**config.mk**
```make
export PLATFORM = sky130hd
export DESIGN_NAME = two_digits
export DESIGN_NICKNAME = d
export VERILOG_FILES = /design/src/rtl/two_digits_pkg.sv /design/src/rtl/two_digits_seg7_decode.sv /design/src/rtl/two_digits.sv
export SDC_FILE = /design/constraint.sdc
export NUM_CORES = 1
export LEC_CHECK = 0
export BUFFER_PORTS_ARGS = -buffer_cell sky130_fd_sc_hd__buf_2
export CAP_MARGIN = 0
export CORE_MARGIN = 1
export CORE_UTILIZATION = 45
export DETAILED_ROUTE_END_ITERATION = 8
export GPL_ROUTABILITY_DRIVEN = 0
export HOLD_SLACK_MARGIN = 0.02
export PLACE_DENSITY_LB_ADDON = 0.12
export SLEW_MARGIN = 20
export SYNTH_ARGS = -nofsm -noshare
export SYNTH_HDL_FRONTEND = slang
export SYNTH_HIERARCHICAL = 1
export SYNTH_SLANG_ARGS = --single-unit
```
**constraint.sdc**
```tcl
create_clock -name clock -period 0.8 [get_ports clock]
set_input_delay 0.16 -clock clock [delete_from_list [all_inputs] [get_ports clock]]
set_output_delay 0.16 -clock clock [all_outputs]
set_load 0.01 [all_outputs]
```
**src/rtl/two_digits_pkg.sv**
```systemverilog
// two_digits_pkg: segment constants and binary-to-BCD helper for the two-digit HEX driver
package two_digits_pkg;
  localparam logic [6:0] SEG_0 = 7'h40;
  localparam logic [6:0] SEG_1 = 7'h79;
  localparam logic [6:0] SEG_2 = 7'h24;
  localparam logic [6:0] SEG_3 = 7'h30;
  localparam logic [6:0] SEG_4 = 7'h19;
  localparam logic [6:0] SEG_5 = 7'h12;
  localparam logic [6:0] SEG_6 = 7'h02;
  localparam logic [6:0] SEG_7 = 7'h78;
  localparam logic [6:0] SEG_8 = 7'h00;
  localparam logic [6:0] SEG_9 = 7'h10;
  localparam logic [6:0] SEG_BLANK = 7'h7F;
  localparam logic [6:0] SEG_DASH = 7'h3F;
  localparam logic [13:0] HEXS_OFF = 14'h3FFF;
  localparam logic [6:0] MAX_VAL = 7'd99;
  // Compare/subtract conversion: tens counts the decade thresholds crossed, ones is the remainder
  function automatic logic [7:0] to_bcd(input logic [6:0] v);
    logic [3:0] tens;
    logic [6:0] rem;
    tens = '0;
    for (int i = 1; i <= 9; i++) tens = tens + 4'(v >= 7'(10 * i));
    rem = v - 7'(tens) * 7'd10;
    return {tens, rem[3:0]};
  endfunction
endpackage

```
**src/rtl/two_digits_seg7_decode.sv**
```systemverilog
// seg7_decode: combinational BCD to active-low seven-segment (gfedcba), 10..15 blank
import two_digits_pkg::*;
module seg7_decode (
  input  logic [3:0] bcd,
  output logic [6:0] seg
);
  always_comb begin
    case (bcd)
      4'd0: seg = SEG_0;
      4'd1: seg = SEG_1;
      4'd2: seg = SEG_2;
      4'd3: seg = SEG_3;
      4'd4: seg = SEG_4;
      4'd5: seg = SEG_5;
      4'd6: seg = SEG_6;
      4'd7: seg = SEG_7;
      4'd8: seg = SEG_8;
      4'd9: seg = SEG_9;
      default: seg = SEG_BLANK;
    endcase
  end
endmodule

```
**src/rtl/two_digits.sv**
```systemverilog
// two_digits: registered 0..99 two-digit HEX driver with dash-on-overflow.
// Define TWO_DIGITS_BLANK_ZERO_EN to suppress the leading tens zero.
import two_digits_pkg::*;
module two_digits (
  input  logic        clock,
  input  logic        resetn,
  input  logic        load,
  input  logic [6:0]  data_in,
  output logic [13:0] hexs,
  output logic        overflow
);
  logic [7:0] bcd;
  logic [6:0] tens_seg, ones_seg, tens_d;
  logic ovf_d;
  assign bcd = to_bcd(data_in);
  assign ovf_d = data_in > MAX_VAL;
  seg7_decode u_tens (.bcd(bcd[7:4]), .seg(tens_seg));
  seg7_decode u_ones (.bcd(bcd[3:0]), .seg(ones_seg));
`ifdef TWO_DIGITS_BLANK_ZERO_EN
  assign tens_d = bcd[7:4] == 4'd0 ? SEG_BLANK : tens_seg;
`else
  assign tens_d = tens_seg;
`endif
  always_ff @(posedge clock or negedge resetn) begin
    if (!resetn) begin
      hexs <= HEXS_OFF;
      overflow <= 1'b0;
    end else if (load) begin
      hexs <= ovf_d ? {SEG_DASH, SEG_DASH} : {tens_d, ones_seg};
      overflow <= ovf_d;
    end
  end
endmodule

```
# ---- Yosys cells after proc, flatten, opt, wreduce, memory -nomap -nowiden
# Memories as Yosys holds them, arrays and structs flattened.
# Cells that the tools add are included.
dict set report word_totals {
  reg_bits 15
  romBits 224
  input_bits 10
  output_inout_bits 15
  elab_cells 25
  mem_count 2
}
dict set report classes {
  add_sub_neg 9
  n_mul 1
  n_lt_le_gt_ge 10
  mux 1
}
# name depth word_bits read_ports rd_clocked_by_memory_dff wr line_no
set memory_table {}
lappend memory_table {{(name not given)} 16 7 1 0 0 two_digits_seg7_decode.sv:8} ;# case (bcd)
lappend memory_table {{(name not given)} 16 7 1 0 0 two_digits_seg7_decode.sv:8}
# cell count
set ops {}
lappend ops {{>= comparator 7 x 6 -> 1 bit, second input constant} 3}
lappend ops {{>= comparator 7 bit, second input constant} 3}
lappend ops {{adder 4 x 1 -> 4 bit} 5}
lappend ops {{>= comparator 7 x 5 -> 1 bit, second input constant} 2}
lappend ops {{two-way mux 14 bit} 1}
lappend ops {{>= comparator 7 x 4 -> 1 bit, second input constant} 1}
lappend ops {{> comparator 7 bit, second input constant} 1}
lappend ops {{adder 3 x 1 -> 4 bit} 1}
lappend ops {{multiplier 4 x 3 -> 3 bit, second input constant} 1}
lappend ops {{subtractor 4 bit} 1}
lappend ops {{adder 2 x 1 -> 3 bit} 1}
lappend ops {{adder 1 x 1 -> 2 bit} 1}

# ---- Logic depth before layout (Yosys ltp)
# Gate-level depths: netlist (run 1).
# An unclocked memory read counts as a cell.
dict set report depth {
  word_depth 13
  depth_mapped 20
  mapped_depth_nobuf 18
}

# ---- Modules after synthesis
# The synthesis (run 1) kept the hierarchy.
# module instances cells_each area_per_inst_um2 seq_area_each_um2
set by_module_without_submodules {}
lappend by_module_without_submodules {two_digits 1 104 1021.0 392.9}
lappend by_module_without_submodules {seg7_decode 2 33 210.2 0.0}

# ---- Least setup slack after synthesis (run 1)
# Ideal clock, no wire load.
dict set report synth_path {
  path_type {in2reg}
  startpoint {input data_in[4]}
  endpoint {register hexs[6]}
  setup_ns 0.078
  t_arrival_ns 4.625
  required_time_ns 0.722
  slack_ns -3.903
  path_stages 15
  n_path_buf 1
  path_cell_list {buf_2 -> nand3b_1 -> fa_1 -> inv_1 -> fa_1 -> fa_1 -> fa_1 -> fa_1 -> fa_1 -> xnor3_1 -> xnor2_1 -> or2b_1 -> a21oi_1 -> nor2_1 -> a31o_2}
}
dict set report synth_between {
  elab_chain_cells 13
  word_cells_on_any_way 22
  classes_between {add/sub: 9; mul: 1; order compare: 10; mux: 1; memory: 1}
}
# element line_no
set synth_rtl {}
lappend synth_rtl {{start, declared} two_digits.sv:8} ;# input logic [6:0] data_in,
lappend synth_rtl {{>= comparator 7 x 4 -> 1 bit or >= comparator 7 x 5 -> 1 bit (tied branches)} two_digits_pkg.sv:22} ;# for (int i = 1; i <= 9; i++) tens = tens + 4'(v >= 7'(10 * i));
lappend synth_rtl {{adder 1 x 1 -> 2 bit} two_digits_pkg.sv:22}
lappend synth_rtl {{adder 2 x 1 -> 3 bit} two_digits_pkg.sv:22}
lappend synth_rtl {{adder 3 x 1 -> 4 bit} two_digits_pkg.sv:22}
lappend synth_rtl {{adder 4 x 1 -> 4 bit (4 in series)} two_digits_pkg.sv:22}
lappend synth_rtl {{adder 4 x 1 -> 4 bit *} two_digits_pkg.sv:22}
lappend synth_rtl {{multiplier 4 x 3 -> 3 bit *} two_digits_pkg.sv:23} ;# rem = v - 7'(tens) * 7'd10;
lappend synth_rtl {{subtractor 4 bit *} two_digits_pkg.sv:23}
lappend synth_rtl {{net bcd[3]} two_digits.sv:12} ;# logic [7:0] bcd;
lappend synth_rtl {{memory (16 x 7 bit) *} n/a}
lappend synth_rtl {{net ones_seg[6]} two_digits.sv:13} ;# logic [6:0] tens_seg, ones_seg, tens_d;
lappend synth_rtl {{two-way mux 14 bit *} two_digits.sv:29} ;# hexs <= ovf_d ? {SEG_DASH, SEG_DASH} : {tens_d, ones_seg};
lappend synth_rtl {{end signal, assigned} two_digits.sv:29}
lappend synth_rtl {{end, declared} two_digits.sv:9} ;# output logic [13:0] hexs,
# The timed path passes the listed nets; every way through them passes the cells marked *.
# A chain may end at the register's enable or synchronous reset.

# ---- Final worst setup path (run 1)
dict set report layout_path {
  startpoint {input data_in[4]}
  endpoint {register hexs[0]}
}
# The elaborated chain is that of the path after synthesis.

==> impl_results.md, run 1 <==
- Skew-Pair Late Insertion Delay: 280 ps
- Yosys top cell by area: dfstp_2
- Sequential element share of the synthesized area: 0.273
- Delay of the slowest critical-path stage: 530 ps
- Crit Path Max Fanout: 4
- Post-synthesis register bit count: 15
- Clk_skew: 0 ps
- Crit path buffers/inverters: 3
- Clk pwr share: 0.046
- Final period util: 5.17
- Internal cell power: 5320 uW
- Critical path's slowest cell: fa_1
- Via count: 1,346
- CP Data Arrival Time: 4350 ps
- Placed cell areas: 1790 um^2
- Endpoints failing setup: 30
- CTS tree: yes
- Port Buffer Count: 24
- Fin worst setup slack: -3340 ps
- CP cell instances: buf_8, o21ai_2, nand2b_1, fa_1, inv_1, fa_1, fa_1, fa_2, fa_2, fa_2, xnor3_1, xnor2_2, or2b_1, a21oi_2, nor2_1, inv_1, a31oi_2
- R2R cell count: 3
- Via count of the first global-routing pass: 1,323
- Initial core utilization: 0.472
- Power Dens Cells: 4180 nW/um^2
- Final min period: 4140 ps
- Final Hold Fails: 0
- DIE AREA: 3430 um^2
- Root Buffer: clkbuf_4
- Row count: 20
- DRT iter0 DRCs: 54
- Post-Syn Area: 1440 um^2
- Cells after Synth: 170
- Dpl hpwl: 2.42 mm
- Tot GR Track Use: 0.216
- Switching share of power: 0.425
- Failing checks: negative setup slack
- Final nets: 255
- Peak Freq: 0.242 GHz
- # DRC: 0
- First-pass GRT wire length: 5.58 mm
- CP delay by family, top: adder cells
- Reg power frac: 0.169
- Status: finished, violations left
- Setup slack at placement: -3740 ps
- Synth Net Count: 199
- NetSw: 3930 uW
- Clock buffer depth: 2
- Post-layout util: 0.725
- Clk sink count: 15
- Hold Crit Class: primary input to register
- Storage element area: 393 um^2
- Initial antenna violation count: 0
- TNS Setup: -45,780 ps
- Synth warn: 6
- Drt total wl: 3.48 mm
- Total CTS buffers: 3
- Share of cells above drive strength 1: 0.533
- Max cap viols: 0
- Reg clk slew, reported paths: 90 ps
- Hold path depth: 2
- Avg WL per Cell: 12.9 um
- Synth-to-layout area growth: 53.6%
- VDD IR max: 0.00167 V
- Worst setup SP type: primary input
- Mean Syn Cell Area: 8.48 um^2
- Largest net degree at the start of global routing: 16
- Core region area: 3050 um^2
- Leak pwr: 0.00103 uW
- Total power after layout: 9250 uW
- Gate power share: 0.785
- Die W: 58.6 um
- Share of Yosys cell area claimed by the top area cell type: 0.255
- Boundary Pins: 25
- Multi-input gate area: 1080 um^2
- Most frequent cells in the layout: 28 x buf_4, 25 x inv_1, 23 x buf_6, 19 x nor2_1
- Drt pass-1 iters: 4
- Largest cells by area after synthesis: dfstp_2 26%, ha_1 11%, fa_1 8.3%, inv_1 7.3%, a31oi_1 6.5%
- Stages on worst setup path: 17
- Vias per inst: 5.00
- RSZ-0062 raised after global routing: yes
- Clock H-tree levels: 1
- Worst-Margin Slew: 312 ps
- Critical path endpoint category: register
- Leading cell type in the layout, fill and taps excluded: buf_4
- Filler Cell Count: 238
- Max_slew headroom: 0.790
- Fin. max-slew vios: 0
- N_diodes: 0
- CP required: 1010 ps
- Remaining antenna violation count after routing: 0
- CP Class: primary input to register
- Design Area, Final: 2210 um^2
- Distinct cells, synth: 31
- Die Span Y: 58.6 um
- Gr ovfl total: 0
==> power groups by stage <==
stage	sequential, uW	combinational [uW]	clock [uW]
floorplan	1660	3270	0
global placement	1470	4830	0
detailed placement	1490	4940	0
CTS	1560	5950	440
global route	1610	7990	484
finish	1570	7270	421
==> stage by stage <==
step	std cells	hold WS, ps
6_report	269	251
5_1_grt	269	235
4_1_cts	266	233
3_5_place_dp	257	71.6
3_3_place_gp	257	69.0
2_1_floorplan	170	-136
==> timing repair <==
action / in CTS / in global routing
endpoints found under the hold margin: 1 / 0
pin swaps: 15 / 11
resized for setup: 49 / 30
cloned: 0 / 1
endpoints found under the setup margin: 30 / 30
hold buffers: 1 / 0
setup buffers: 5 / 2
==> synth_stat cells (all sizes together) <==
master,number
a31oi,15
a31o,2
nor2b,3
a21oi,6
dfstp,14
dfrtp,1
nand3b,1
ha,13
nand2b,9
and2,1
xnor3,1
xnor2,2
o21ai,18
fa,6
or2b,2
a211o,1
buf,10
or3,1
nand4,1
nor2,23
mux2i,1
or2,2
o211a,1
inv,28
nand2,5
a41oi,1
o21a,1
o311ai,1
==> path summary, 6_finish.rpt <==
kind / from / endpoint / slack [ps]
setup / recovery: data_in[4] / hexs[0] / -3340
hold / removal: load / hexs[13] / 250
setup reg to reg: hexs[9] / hexs[9] / -70
hold reg to reg: hexs[10] / hexs[10] / 500
max in group asynchronous: resetn / hexs[2] / 220
min in group asynchronous: resetn / overflow / 290
==> routing by layer <==
metal,part of all wire,global-route usage
met1,0.40,0.230
met3,0.027,0.0308
met2,0.55,0.397
met5,0,0
met4,0.025,0.139
==> final cells by class <==
| cell class | instances | area share |
|---|---|---|
| clock buffer | 3 | 0.0102 |
| clock inverter | 1 | 0.00226 |
| sequential | 15 | 0.178 |
| timing repair buffer | 61 | 0.248 |
| inverter | 28 | 0.0497 |
| multi-input combinational | 117 | 0.487 |
| tap | 44 | 0.0249 |
==> registers in the layout (all words and copies together) (netlist names) <==
name,count
hexs,14
overflow,1
==> worst register-to-register path, delay by kind of cell (launching register included) <==
kind	cells	cell delay (ps)
AOI/OAI and AO/OA	1	130
buffers and inverters	1	100
DFF	1	540
and+or+nand+nor	1	30
==> cell families (layout without fill, tap and decap cells) <==
group,Yosys count,count (layout),share of synthesized area
xor+xnor,3,3,0.0278
compound gates,46,46,0.209
mux,1,1,0.00694
simple gates,48,48,0.163
flops,15,15,0.273
fa+ha+maj,19,19,0.196
buf+inv,38,93,0.124
(Power assumes the default switching activity.)
==> run 2: changes to the inputs <==
Clock period 0.8 ns to 4.27 ns, I/O delays scaled along.
==> impl_results.md, run 2 (synthesis gave the netlist of run 1 again) <==
- Worst setup SP type: primary input
- Worst-Margin Slew: 645 ps (+333 ps)
- # hold bufs at CTS: 0 (-1)
- DRT iter0 DRCs: 48 (-11%)
- Final nets: 241 (-5.5%)
- Dpl hpwl: 2.25 mm (-7.1%)
- Remaining antenna violation count after routing: 0 (unchanged)
- CTS tree: yes
- Final Hold Fails: 0 (unchanged)
- Via count: 1,263 (-6.2%)
- Placed cell areas: 1710 um^2 (-4.5%)
- Clock buffer depth: 2 (unchanged)
- # DRC: 0 (unchanged)
- Fin. max-slew vios: 0 (unchanged)
- Final period util: 1.13
- CP required: 4460 ps (+3450 ps)
- Drt pass-1 iters: 4 (unchanged)
- RSZ-0062 raised after global routing: yes
- Critical path endpoint category: register
- Largest register FFs: 14 (unchanged)
- Peak Freq: 0.207 GHz
- Largest net degree at the start of global routing: 30 (+14)
- DIE AREA: 3430 um^2 (unchanged)
- Delay of the slowest critical-path stage: 530 ps (about the same)
- Port Buffer Count: 24 (unchanged)
- Final min period: 4830 ps
- Endpoints failing setup: 9 (-70%)
- Reg clk slew, reported paths: 80 ps (about the same)
- First-pass GRT wire length: 4.80 mm (-14%)
- TNS Setup: -3480 ps (+42,300 ps)
- N_diodes: 0 (unchanged)
- Max cap viols: 0 (unchanged)
- Initial core utilization: 0.472 (unchanged)
- Regs by FF count: hexs x14, overflow x1
- Clk_skew: 0 ps (unchanged)
- Leak pwr: 0.000897 uW (-13%)
- Clock H-tree levels: 1 (unchanged)
- Die W: 58.6 um (unchanged)
- CP cell instances: buf_8, o21ai_2, nand2b_1, fa_1, inv_1, fa_1, fa_1, fa_2, fa_2, fa_2, xnor3_1, xnor2_2, buf_4, or2_1, a21oi_2, a31oi_1, inv_1, a31oi_1
- Initial antenna violation count: 0 (unchanged)
- Share of cells above drive strength 1: 0.445 (-0.0878)
- Status: finished, violations left
- VDD IR max: 0.000264 V (-84%)
- Crit Path Max Fanout: 5 (+1)
- Avg WL per Cell: 11.4 um (-12%)
- Most frequent cells in the layout: 25 x inv_1, 22 x buf_2, 21 x nor2_1, 21 x buf_4, 15 x a31oi_1
- Drt total wl: 2.91 mm (-17%)
- Root Buffer: clkbuf_4
- Failing checks: negative setup slack
- Critical path's slowest cell: fa_1
- Via count of the first global-routing pass: 1,209 (-8.6%)
- Fin worst setup slack: -556 ps (+2780 ps)
- Tot GR Track Use: 0.182 (-0.0343)
- Vias per inst: 4.95 (-1.0%)
- Synth-to-layout area growth: 32.1%
- Hold Crit Class: primary input to async pin
- Die Span Y: 58.6 um (unchanged)
- Clk sink count: 15 (unchanged)
- Gr ovfl total: 0 (unchanged)
- Total CTS buffers: 3 (unchanged)
- Boundary Pins: 25 (unchanged)
- Largest Register: hexs
- Skew-Pair Late Insertion Delay: 280 ps (about the same)
- Design Area, Final: 1900 um^2 (-14%)
- Power Dens Cells: 746 nW/um^2 (-82%)
- Max_slew headroom: 0.569 (-0.221)
- CP Data Arrival Time: 5010 ps (+660 ps)
- Filler Cell Count: 276 (+16%)
- Leading cell type in the layout, fill and taps excluded: inv_1
- Core region area: 3050 um^2 (unchanged)
- CP Class: primary input to register
- Row count: 20 (unchanged)
run 2: worst paths after layout:
| kind | to | startpoint | depth (start not counted) | slack, ps |
|---|---|---|---|---|
| setup / recovery | hexs[3] | data_in[4] | 18 | -560 |
| hold / removal | overflow | resetn | 1 | 460 |
| setup reg to reg | hexs[11] | hexs[11] | 2 | 3450 |
| hold reg to reg | hexs[9] | hexs[9] | 2 | 490 |
| max in group asynchronous | hexs[3] | resetn | 1 | 3530 |
| min in group clock | hexs[9] | hexs[9] | 2 | 490 |
run 2: area by class of cell:
type	instances	area (um^2)	area share
repair buffers	47	317	0.166
inverters	28	115	0.0604
clock buffers	4	26.3	0.0138
multi-input cells	117	998	0.524
flip-flops and latches	15	393	0.206
well taps	44	55.1	0.0289
run 2: worst max-delay path: cells and delay by family:
kind	cells	cell delay, ps
XOR/XNOR	2	400
buffers and inverters	4	360
AO/OA/AOI/OAI	4	390
AND/OR/NAND/NOR	2	300
adder cells (fa/ha/maj)	6	2700
run 2: timing repair:
item | in CTS | in global routing
pin swaps | 9 | 8
endpoints found under the setup margin | 14 | 14
cloned | 1 | 0
endpoints found under the hold margin | 0 | 0
gates resized for setup | 23 | 24
buffers inserted | 2 | 0
run 2: stage by stage:
| step | util | setup WS, ps | power (uW) | hold WS [ps] | instances |
|---|---|---|---|---|---|
| floorplan | - | -795 | 923 | 491 | 170 |
| global placement | 0.559 | -862 | 1140 | 476 | 248 |
| detailed placement | 0.559 | -1020 | 1170 | 480 | 248 |
| CTS | 0.591 | -589 | 1320 | 461 | 255 |
| global route | 0.624 | -705 | 1570 | 453 | 255 |
| finish | 0.624 | -556 | 1420 | 460 | 255 |
run 2: routing by layer:
metal / up-vias / GRT usage / part of all wire / routed length (um)
met5: - / 0 / 0 / 0
met4: 0 / 0.0816 / 0.016 / 46
met3: 5 / 0.0198 / 0.021 / 62
met2: 25 / 0.373 / 0.54 / 1570
met1: 594 / 0.180 / 0.42 / 1220
li1: 639 / - / - / -
run 2: power by group:
part / switching [uW] / internal [uW]
sequential: 29.4 / 247
clock: 42.0 / 36.2
combinational: 548 / 517
total: 620 / 800
